### src/rtl/csa_accum_ctrl.sv
// Multi-operand accumulator sequencer: one 3:2 carry-save stage per accepted operand,
// a single carry-propagate add to resolve the total, and a valid/ready result port.
module csa_accum_ctrl #(
    parameter int unsigned DATA_W  = 9,
    parameter int unsigned ACC_W   = 12,
    parameter int unsigned MAX_OPS = 15,
    parameter int unsigned CNT_W   = $clog2(MAX_OPS + 1)
) (
    input  logic              clk,
    input  logic              rst_n,
    input  logic              start,
    input  logic [CNT_W-1:0]  num_ops,
    input  logic              in_valid,
    input  logic [DATA_W-1:0] in_data,
    output logic              in_ready,
    output logic              out_valid,
    output logic [ACC_W-1:0]  out_data,
    input  logic              out_ready,
    output logic              busy
);

    localparam logic [1:0] IDLE    = 2'd0;
    localparam logic [1:0] ACCUM   = 2'd1;
    localparam logic [1:0] RESOLVE = 2'd2;
    localparam logic [1:0] OUTPUT  = 2'd3;

    logic [1:0]       state_q, state_d;
    logic [ACC_W-1:0] sum_q, sum_d;
    logic [ACC_W-1:0] carry_q, carry_d;
    logic [ACC_W-1:0] out_q, out_d;
    logic [CNT_W-1:0] rem_q, rem_d;
    logic [CNT_W-1:0] ops_clamped;
    logic [ACC_W-1:0] x, s, m;

    // Compare in 32 bits so the clamp stays meaningful for any CNT_W/MAX_OPS pairing.
    assign ops_clamped = (32'(num_ops) > MAX_OPS) ? CNT_W'(MAX_OPS) : num_ops;

    assign x = ACC_W'(in_data);
    assign s = sum_q ^ carry_q ^ x;
    assign m = (sum_q & carry_q) | (sum_q & x) | (carry_q & x);

    always_comb begin
        state_d = state_q;
        sum_d   = sum_q;
        carry_d = carry_q;
        rem_d   = rem_q;
        out_d   = out_q;
        unique case (state_q)
            IDLE: begin
                if (start) begin
                    sum_d   = '0;
                    carry_d = '0;
                    rem_d   = ops_clamped;
                    state_d = (ops_clamped == '0) ? RESOLVE : ACCUM;
                end
            end
            ACCUM: begin
                if (in_valid) begin
                    sum_d   = s;
                    // Majority bits carry into the next weight; the MSB carry wraps away.
                    carry_d = {m[ACC_W-2:0], 1'b0};
                    rem_d   = rem_q - CNT_W'(1);
                    if (rem_q == CNT_W'(1)) begin
                        state_d = RESOLVE;
                    end
                end
            end
            RESOLVE: begin
                out_d   = sum_q + carry_q;
                state_d = OUTPUT;
            end
            OUTPUT: begin
                if (out_ready) begin
                    state_d = IDLE;
                end
            end
            default: state_d = IDLE;
        endcase
    end

    always_ff @(posedge clk or negedge rst_n) begin
        if (!rst_n) begin
            state_q <= IDLE;
            sum_q   <= '0;
            carry_q <= '0;
            rem_q   <= '0;
            out_q   <= '0;
        end else begin
            state_q <= state_d;
            sum_q   <= sum_d;
            carry_q <= carry_d;
            rem_q   <= rem_d;
            out_q   <= out_d;
        end
    end

    assign in_ready  = (state_q == ACCUM);
    assign out_valid = (state_q == OUTPUT);
    assign busy      = (state_q != IDLE);
    assign out_data  = out_q;

endmodule
### config.mk
export PLATFORM = sky130hd
export DESIGN_NAME = csa_accum_ctrl
export DESIGN_NICKNAME = d
export VERILOG_FILES = /design/src/rtl/csa_accum_ctrl.sv
export SDC_FILE = /design/constraint.sdc
export NUM_CORES = 1
export LEC_CHECK = 0
export BUFFER_PORTS_ARGS = -buffer_cell sky130_fd_sc_hd__clkbuf_2
export CAP_MARGIN = 20
export CORE_MARGIN = 3
export CORE_UTILIZATION = 30
export CTS_CLUSTER_SIZE = 16
export DETAILED_ROUTE_END_ITERATION = 6
export HOLD_SLACK_MARGIN = 0.05
export PLACE_DENSITY = 0.43
export SLEW_MARGIN = 20
export SYNTH_ARGS = -nofsm -noshare
export SYNTH_HDL_FRONTEND = slang
export SYNTH_SLANG_ARGS = --single-unit
### constraint.sdc
create_clock -name clk -period 3.8 [get_ports clk]
set_input_delay 0.38 -clock clk [delete_from_list [all_inputs] [get_ports clk]]
set_output_delay 0.38 -clock clk [all_outputs]
set_load 0.005 [all_outputs]
==> results.yml, run 1 <==
status:
  outcome: "finished clean"
worst_setup_path:
  critPathCapture: "out_data[6]"
  worstPathMaxFanout: 15
  r2r-start: "state_q[0]"
  r2r_cells: 5
  arrival_ns: 2.42
  end_kind: "flip-flop"
  critical_path_class: "reg -> reg"
  startpoint: "state_q[0]"
  required_ns: 3.99
  timing.rr.end: "out_data[6]"
  r2r_setup_slack_ns: 1.57
  cp-start-kind: "flip-flop"
sta:
  final_hold_viol_count: 0
  slew_headroom_pct: 37.49
  max_freq_ghz: 0.4490
  worst_slew_pin_slew_ns: 0.9376
  drv_slew: 0
  final-setup-viol-count: 0
  finalCriticalPeriod_ns: 2.227
  min_period_over_period_pct: 58.61
  tns_ns: 0
  skew_ns: 0.005462
  rsz0062_at_grt: "false"
synth:
  yosysWarnings: 0
  yosys.cell_types.count: 49
  syn_inst: 219
  synth_top_area_share_pct: 42.03
  ys_ff_latch: 41
  synth_edf_count: 0
  ys_seq_area_share_pct: 42.03
  synth_nets: 264
  syn-cell-area_um2: 2441
  syn_area_per_cell_um2: 11.15
  async_reset_ff_share_pct: 100.0
  yosysTopAreaCell: "dfrtp_1"
  synth.area.top_cells: "dfrtp_1, ha_1, a22o_1"
  synthFlopType: "dfrtp_1"
place:
  post_dp_cell_area_um2: 2698
  dp_hpwl_um: 3769
  place_inst: 346
  io_buffers: 32
  place_congestion: 0.7136
global_route:
  grt_max_degree: 42
  antenna_found_initial: 0
  grtUsageTotal_pct: 12.59
  grt_pass1_wl_um: 8949
  grt-ovfl-total: 0
  first_global_vias: 1767
floorplanning:
  rows: 32
  ioPinCount: 33
  fp.dieW_um: 96.21
  dieHeight_um: 96.21
  start_util_pct: 31.27
  core-area_um2: 7807
  fp.dieArea_um2: 9255
cells_and_area:
  mostFrequentLayoutCells: "dfrtp_1, clkbuf_2, a22o_1, ha_1, nand2_1"
  stdcell_area_um2: 2785
  final_cell_count_no_fill: 354
  mostFrequentLayoutCell: "dfrtp_1"
  diodes: 0
  layout-drive-gt1-share_pct: 21.83
  fin_nets: 296
  area_delta_synth_final_pct: 14.10
flow_run:
  cap_violations: 0
drt:
  final_antenna_net_count: 0
  via_per_inst: 5.113
  drtIter0Drc: 81
  drt_pass1_iterations: 4
  via_count: 1810
  totalWireLength_um: 5357
  remaining_drc_errors: 0
  detail_route.wl_per_cell_um: 15.13
clocking:
  root_buffer: "clkbuf_8"
  post-cts-setup-buffers: 0
  cts_resized: 0
  ctsLongestPathBuffers: 2
  cts_tree: "yes"
  cts_sinks: 41
  cts.clk_slew.worst_paths_ns: 0.08
  clk_latency_ns: 0.30
  cts_hold_buf: 0
  htree_num_levels: 2
  cts_buffers: 5
power:
  p_per_area_nw_per_um2: 650.4
  max-vdd-ir-drop_uv: 373.8
  p_leak_nw: 1.351
min_path:
  hold_class: "in -> async"
## power breakdown
group | total, mW | leakage [nW] | internal [mW] | switching, mW
clock | 0.295 | 0.0374 | 0.130 | 0.166
combinational | 0.836 | 0.767 | 0.355 | 0.481
sequential | 0.680 | 0.546 | 0.570 | 0.110
total | 1.81 | 1.35 | 1.05 | 0.757
## flip-flops by register name, summed over array words and instances (netlist names)
name and cells:
out_data 12, sum_q 12, carry_q 11, rem_q 4, state_q 2
## kinds of logic after synthesis
logic type                 Yosys count  share of synthesized area [%]
DFF                                 41                          42.03
muxes                                8                          3.434
xor gates and xnor gates             2                         0.7177
buffers and inverters               20                          3.588
AOI/OAI and AO/OA                   69                          22.96
adders and majority gates           27                          16.61
and+or+nand+nor                     52                          10.66
## worst min path at each step
| stage | startpoint | end | slack [ns] | cells past startpoint |
|---|---|---|---|---|
| after floorplan | rst_n | carry_q[10] | 0.08 | 0 |
| after global placement | out_data[5] | out_data[5] | 0.47 | 1 |
| after detailed placement | out_data[5] | out_data[5] | 0.48 | 1 |
| after CTS | rst_n | out_data[9] | 0.17 | 2 |
| after global routing | rst_n | out_data[7] | 0.19 | 2 |
| final | rst_n | carry_q[2] | 0.15 | 2 |
## layout make-up
cell class / instances / area, um^2
fillers: 795 / 5022
multi-input cells: 158 / 1328
flip-flops and latches: 41 / 1026
repair buffers: 34 / 175.2
well taps: 102 / 127.6
clock buffers: 6 / 72.57
inverters: 11 / 41.29
clock inverters: 2 / 15.01
## Yosys cell counts, drive strengths merged (2+ instances only)
cell and instances:
fa 9, a21oi 9, nor2 9, mux2 3, o211ai 3, o31ai 2, inv 11, a211oi 4
a22o 22, nor3 7, a21o 3, and3 3, buf 8, or2 3, ha 18, o311ai 2
a221oi 2, nor4 2, nand2b 3, nand2 14, o21ai 11, o21bai 3, dfrtp 41, mux2i 5
nand3 6
## routing by layer
layer  vias to the layer above  share of wire (%)  track usage, %  wire length, um
li1                        879                  -               -                -
met2                        35                 43           18.63             2325
met4                         0                1.5           4.621               80
met1                       889                 51           18.02             2724
met3                         7                4.2           2.580              227
met5                         -                  0               0                0
## critical path: stages (launching register included)
cell,delay (ns)
dfrtp_1,0.42
inv_1,0.13
ha_1,0.58
inv_1,0.42
a2111o_1,0.48
o311ai_1,0.09
## stage by stage
stage | power [mW] | hold WS (ns) | utilization [%] | setup slack (ns)
finish | 1.811 | 0.1546 | 35.67 | 1.573
global route | 1.976 | 0.1932 | 35.67 | 1.343
CTS | 1.842 | 0.1713 | 35.67 | 1.526
detailed placement | 1.531 | 0.4786 | 34.55 | 1.560
global placement | 1.533 | 0.4696 | 34.55 | 1.572
floorplan | 1.295 | 0.08441 | - | 1.823
Note: power is estimated with default switching activity, not from simulation.
==> run 2, diff against run 1 <==
--- a/config.mk
+++ b/config.mk
@@ -5,6 +5,7 @@
 export SDC_FILE = /design/constraint.sdc
 export NUM_CORES = 1
 export LEC_CHECK = 0
+export ABC_AREA = 1
 export BUFFER_PORTS_ARGS = -buffer_cell sky130_fd_sc_hd__clkbuf_2
 export CAP_MARGIN = 20
 export CORE_MARGIN = 3
==> constraint.sdc (replaced) <==
create_clock -name clk -period 2.15 [get_ports clk]
set_input_delay 0.215 -clock clk [delete_from_list [all_inputs] [get_ports clk]]
set_output_delay 0.215 -clock clk [all_outputs]
set_load 0.005 [all_outputs]
==> run 2 against run 1 <==
  * Non-clock buffer count rose by 3
  * Global-route usage fell by 0.37 points
  * Sequential share of layout area fell by 1.1 points
  * Worst hold slack improved by 0.069 ns
  * Fmax rose by 24%
  * Clock skew fell by 0.0017 ns
  * Via count rose by 8.5%
  * Critical endpoint is now out_data[7]
  * Largest power group unchanged
  * Highest routed layer unchanged
==> results.yml, run 2 <==
status:
  outcome: "finished clean"
synth:
  ys_ff_latch: 41
  syn-cell-area_um2: 2489
  synth_top_area_share_pct: 41.23
  syn_area_per_cell_um2: 8.106
  ys_seq_area_share_pct: 41.23
  yosysWarnings: 0
  yosysTopAreaCell: "dfrtp_1"
  yosys-top-cells-count: "nand2_1, dfrtp_1, nand3_1"
  synthFlopType: "dfrtp_1"
  synth.area.top_cells: "dfrtp_1, nand2_1, ha_1"
  yosys.cell_types.count: 24
  synth_edf_count: 0
  synth.most_common_cell: "nand2_1"
  syn_inst: 307
  synth_nets: 352
  async_reset_ff_share_pct: 100.0
sta:
  finalCriticalPeriod_ns: 1.801
  min_period_over_period_pct: 83.77
  final-setup-viol-count: 0
  max_freq_ghz: 0.5553
  tns_ns: 0
  drv_slew: 0
  worst_slew_pin_slew_ns: 0.4390
  rsz0062_at_grt: "false"
  skew_ns: 0.003795
  final_hold_viol_count: 0
  slew_headroom_pct: 70.70
worst_setup_path:
  r2r_cells: 9
  worstPathCellList: "ha_1 -> fa_1 -> nand3_1 -> nand3_1 -> nand2_1 -> nand2_1 -> nand2_1 -> nand2_1 -> o21ai_0"
  r2r_setup_slack_ns: 0.35
  timing.rr.end: "out_data[7]"
  crit_path_max_incr_delay_ns: 0.43
  cp_top_family: "adder cells"
  critPathBufInv: 0
  r2r-start: "sum_q[1]"
  critical_path_class: "reg -> reg"
  worstPathMaxFanout: 3
  arrival_ns: 2.01
  startpoint: "sum_q[1]"
  required_ns: 2.36
  critPathCapture: "out_data[7]"
  crit_cells: 9
  end_kind: "flip-flop"
  cp-start-kind: "flip-flop"
  crit_top_cell: "nand2_1"
  cp_slowest_cell: "fa_1"
clocking:
  post-cts-setup-buffers: 0
  root_buffer: "clkbuf_8"
  cts_buffers: 5
  cts_sinks: 41
  clk_latency_ns: 0.29
  cts_tree: "yes"
  ctsLongestPathBuffers: 2
  cts.clk_slew.worst_paths_ns: 0.08
  htree_num_levels: 2
cells_and_area:
  fin_nets: 388
  layout-drive-gt1-share_pct: 14.58
  stdcell_area_um2: 2873
  diodes: 0
  ff_latch_area_um2: 1026
  mostFrequentLayoutCell: "nand2_1"
  fin_util_pct: 36.42
  multi_input_area_um2: 1318
  area_delta_synth_final_pct: 15.44
  fillers: 859
  mostFrequentLayoutCells: "nand2_1, dfrtp_1, nand3_1, clkbuf_2, inv_1"
global_route:
  first_global_vias: 2005
  grt-ovfl-total: 0
  grtUsageTotal_pct: 12.23
  grt_pass1_wl_um: 9501
  grt_max_degree: 24
  antenna_found_initial: 0
place:
  io_buffers: 32
  dp_hpwl_um: 4133
  place_congestion: 0.8029
  post_dp_cell_area_um2: 2759
drt:
  totalWireLength_um: 5375
  remaining_drc_errors: 0
  final_antenna_net_count: 0
  drt_pass1_iterations: 4
  drtIter0Drc: 63
  via_per_inst: 4.413
  detail_route.wl_per_cell_um: 12.08
  via_count: 1964
min_path:
  hold_class: "in -> reg"
floorplanning:
  dieHeight_um: 97.08
  fp.dieW_um: 97.08
  core-area_um2: 7888
  start_util_pct: 31.55
  fp.dieArea_um2: 9425
  rows: 32
  ioPinCount: 33
power:
  combPwrFrac_pct: 48.1
  p_leak_nw: 1.585
  power_frac_clock_pct: 16.8
  seq_power_share_pct: 35.1
  p_per_area_nw_per_um2: 1252
  p_sw_mw: 1.578
  internal_power_mw: 2.018
  p_sw_share_pct: 43.88
  max-vdd-ir-drop_uv: 487.5
flow_run:
  cap_violations: 0
==> run 2: cell types whose count changed in the layout (fill, tap and decap cells not counted), moves of 5 or more <==
cell / change
a22o_1: -22
inv_1: +11
mux2i_1: -5
nand2_1: +101
nand3_1: +28
nor2_1: +8
nor3_1: -7
o21ai_0: +9
==> run 2: tightest hold or removal path: stages <==
cell and delay, ns:
clkbuf_2 0.10, nor2_1 0.04, o22ai_1 0.11
==> run 2: routing by layer <==
metal  routed length [um]  GRT usage (%)  part of all wire (%)  vias up
li1                     -              -                     -     1050
met1                 2829          17.34                    53      876
met2                 2291          19.00                    43       33
met3                  210          2.513                   3.9        5
met4                   42          3.240                  0.78        0
met5                    0              0                     0        -
==> run 2: worst min path at each step <==
stage,start,endpoint,cells past startpoint
finish,num_ops[3],rem_q[3],3
global route,num_ops[3],rem_q[3],3
CTS,num_ops[3],rem_q[3],3
detailed placement,rst_n,out_data[10],2
global placement,rst_n,out_data[10],2
floorplan,rst_n,carry_q[10],0
==> run 2: logic make-up after synthesis <==
| family | Yosys count | synth area share [%] |
|---|---|---|
| simple gates | 171 | 28.26 |
| buf+inv | 34 | 5.832 |
| compound gates | 28 | 6.285 |
| fa+ha+maj | 27 | 16.29 |
| flops | 41 | 41.23 |
| xor+xnor | 6 | 2.112 |
==> run 2: per-stage QoR <==
step	worst slack, ns	power (mW)	hold slack [ns]	cells
finish	0.3490	3.596	0.2233	445
global route	0.1266	4.010	0.2379	445
CTS	0.3315	3.681	0.2187	445
detailed placement	0.3459	3.051	0.2100	437
global placement	0.3936	3.049	0.2172	437
floorplan	0.4807	2.573	-0.08059	307
==> run 2: power by group through the flow <==
| stage | clock network, mW | registers, mW | logic [mW] |
|---|---|---|---|
| 2_1_floorplan | 0 | 1.23 | 1.34 |
| 3_3_place_gp | 0 | 1.28 | 1.77 |
| 3_5_place_dp | 0 | 1.28 | 1.77 |
| 4_1_cts | 0.634 | 1.27 | 1.78 |
| 5_1_grt | 0.664 | 1.30 | 2.04 |
| 6_report | 0.605 | 1.26 | 1.73 |
==> run 2: layout make-up <==
cell class / instances / share of cell area, %
multi-input combinational: 232 / 45.86
sequential: 41 / 35.71
timing repair buffer: 37 / 6.969
tap: 102 / 4.442
inverter: 26 / 3.397
clock buffer: 5 / 2.395
clock inverter: 2 / 1.220
==> run 2: timing repair <==
| action | in CTS | in global routing |
|---|---|---|
| endpoints found under the hold margin | 41 | 0 |
| hold buffers | 1 | 0 |
| gates resized for setup | 0 | 0 |
==> run 3, diff against run 2 <==
==> constraint.sdc (replaced) <==
create_clock -name clk -period 1.85 [get_ports clk]
set_input_delay 0.185 -clock clk [delete_from_list [all_inputs] [get_ports clk]]
set_output_delay 0.185 -clock clk [all_outputs]
set_load 0.005 [all_outputs]
==> run 3 against run 2 <==
  * Clock-buffer cell count is 2 higher
  * Utilization up 0.54 points
  * Sequential cell count did not move
  * Worst setup slack worse by 0.19 ns
  * First-iteration DRC count decreased by 9.5%
  * Non-clock buffer count increased by 3
  * Power increased by 18%
  * Fmax increased by 6.4%
  * Via count is 2.6% higher
  * Critical path depth unchanged
  * Critical endpoint unchanged
==> results.yml, run 3 (synthesis gave the netlist of run 2 again) <==
sta:
  tns_ns: 0
  final-setup-viol-count: 0
  skew_ns: 0.006519
  max_freq_ghz: 0.5906
  finalCriticalPeriod_ns: 1.693
  final_hold_viol_count: 0
  min_period_over_period_pct: 91.53
  drv_slew: 0
  worst_slew_pin_slew_ns: 0.5625
  slew_headroom_pct: 62.50
  rsz0062_at_grt: "false"
floorplanning:
  start_util_pct: 31.55
  fp.dieArea_um2: 9425
  fp.dieW_um: 97.08
  core-area_um2: 7888
  rows: 32
  dieHeight_um: 97.08
  ioPinCount: 33
drt:
  final_antenna_net_count: 0
  via_count: 2015
  via_per_inst: 4.488
  remaining_drc_errors: 0
  drt_pass1_iterations: 4
  detail_route.wl_per_cell_um: 12.33
  totalWireLength_um: 5535
  drtIter0Drc: 57
place:
  place_inst: 438
  place_congestion: 0.8155
  post_dp_cell_area_um2: 2779
  dp_hpwl_um: 4099
  io_buffers: 32
cells_and_area:
  diodes: 0
  stdcell_area_um2: 2915
  layout-drive-gt1-share_pct: 16.14
  mostFrequentLayoutCells: "nand2_1, dfrtp_1, nand3_1, clkbuf_2, inv_1"
  area_delta_synth_final_pct: 17.14
  final_cell_count_no_fill: 449
  mostFrequentLayoutCell: "nand2_1"
  fin_nets: 391
  fin_util_pct: 36.96
  fillers: 840
flow_run:
  cap_violations: 0
global_route:
  antenna_found_initial: 0
  first_global_vias: 1935
  grt-ovfl-total: 0
  grt_pass1_wl_um: 9584
  grtUsageTotal_pct: 12.43
  grt_max_degree: 42
min_path:
  hold_class: "in -> reg"
clocking:
  ctsLongestPathBuffers: 2
  cts.clk_slew.worst_paths_ns: 0.08
  cts_sinks: 41
  cts_buffers: 5
  cts_tree: "yes"
  clk_latency_ns: 0.29
  htree_num_levels: 2
  root_buffer: "clkbuf_8"
worst_setup_path:
  cp-start-kind: "flip-flop"
  required_ns: 2.05
  critical_path_class: "reg -> reg"
  worstPathMaxFanout: 3
  arrival_ns: 1.90
  end_kind: "flip-flop"
power:
  p_leak_nw: 1.611
  max-vdd-ir-drop_uv: 810.4
  p_per_area_nw_per_um2: 1458
status:
  outcome: "finished clean"
[run 3: critical path, stage by stage (launching register included)]
cell and delay, ns:
dfrtp_1 0.42, ha_2 0.21, fa_1 0.39, nand3_1 0.11
nand3_2 0.10, nand2_1 0.07, nand2_1 0.06, nand2_1 0.07
nand2_1 0.04, o21ai_0 0.14
[run 3: worst paths after layout]
| check | start | to | slack [ns] | cells past startpoint |
|---|---|---|---|---|
| max | carry_q[1] | out_data[7] | 0.16 | 9 |
| min | num_ops[3] | rem_q[3] | 0.20 | 3 |
| max reg2reg | carry_q[1] | out_data[7] | 0.16 | 9 |
| min reg2reg | out_data[2] | out_data[2] | 0.47 | 2 |
| max in group asynchronous | rst_n | out_data[6] | 0.95 | 3 |
| min in group asynchronous | rst_n | out_data[9] | 0.49 | 3 |
[run 3: area by class of cell]
cell class	instances	area [um^2]	share of cell area, %
clock inverter	1	5.005	0.1717
tap	102	127.6	4.378
clock buffer	7	96.34	3.305
timing repair buffer	40	235.2	8.069
sequential	41	1026	35.19
inverter	26	100.1	3.433
multi-input combinational	232	1325	45.45
[run 3: layer usage]
metal	wire, um	track usage, %	up-vias
met5	0	0	-
met4	40	3.240	0
met3	168	2.584	2
met2	2350	17.62	27
met1	2976	19.07	934
li1	-	-	1052
[run 3: through the flow]
step / power, mW / hold slack [ns] / setup slack, ns
2_1_floorplan: 2.990 / -0.1106 / 0.1807
3_3_place_gp: 3.601 / 0.3084 / 0.1230
3_5_place_dp: 3.594 / 0.3036 / 0.06722
4_1_cts: 4.281 / 0.1855 / 0.04361
5_1_grt: 4.734 / 0.2061 / 0.01630
6_report: 4.251 / 0.2043 / 0.1567
[run 3: report_power, final]
part	switching (mW)	leakage, nW	internal (mW)
clock network	0.310	0.0542	0.338
logic	1.32	1.01	0.825
registers	0.256	0.544	1.21
total	1.88	1.61	2.37
[run 3: repair_timing]
| action | in CTS | in global routing |
|---|---|---|
| hold endpoints to repair | 41 | 0 |
| setup endpoints to repair | 0 | 25 |
| buffers inserted | 0 | 2 |
| gates resized for setup | 0 | 4 |
| hold buffers | 1 | 0 |
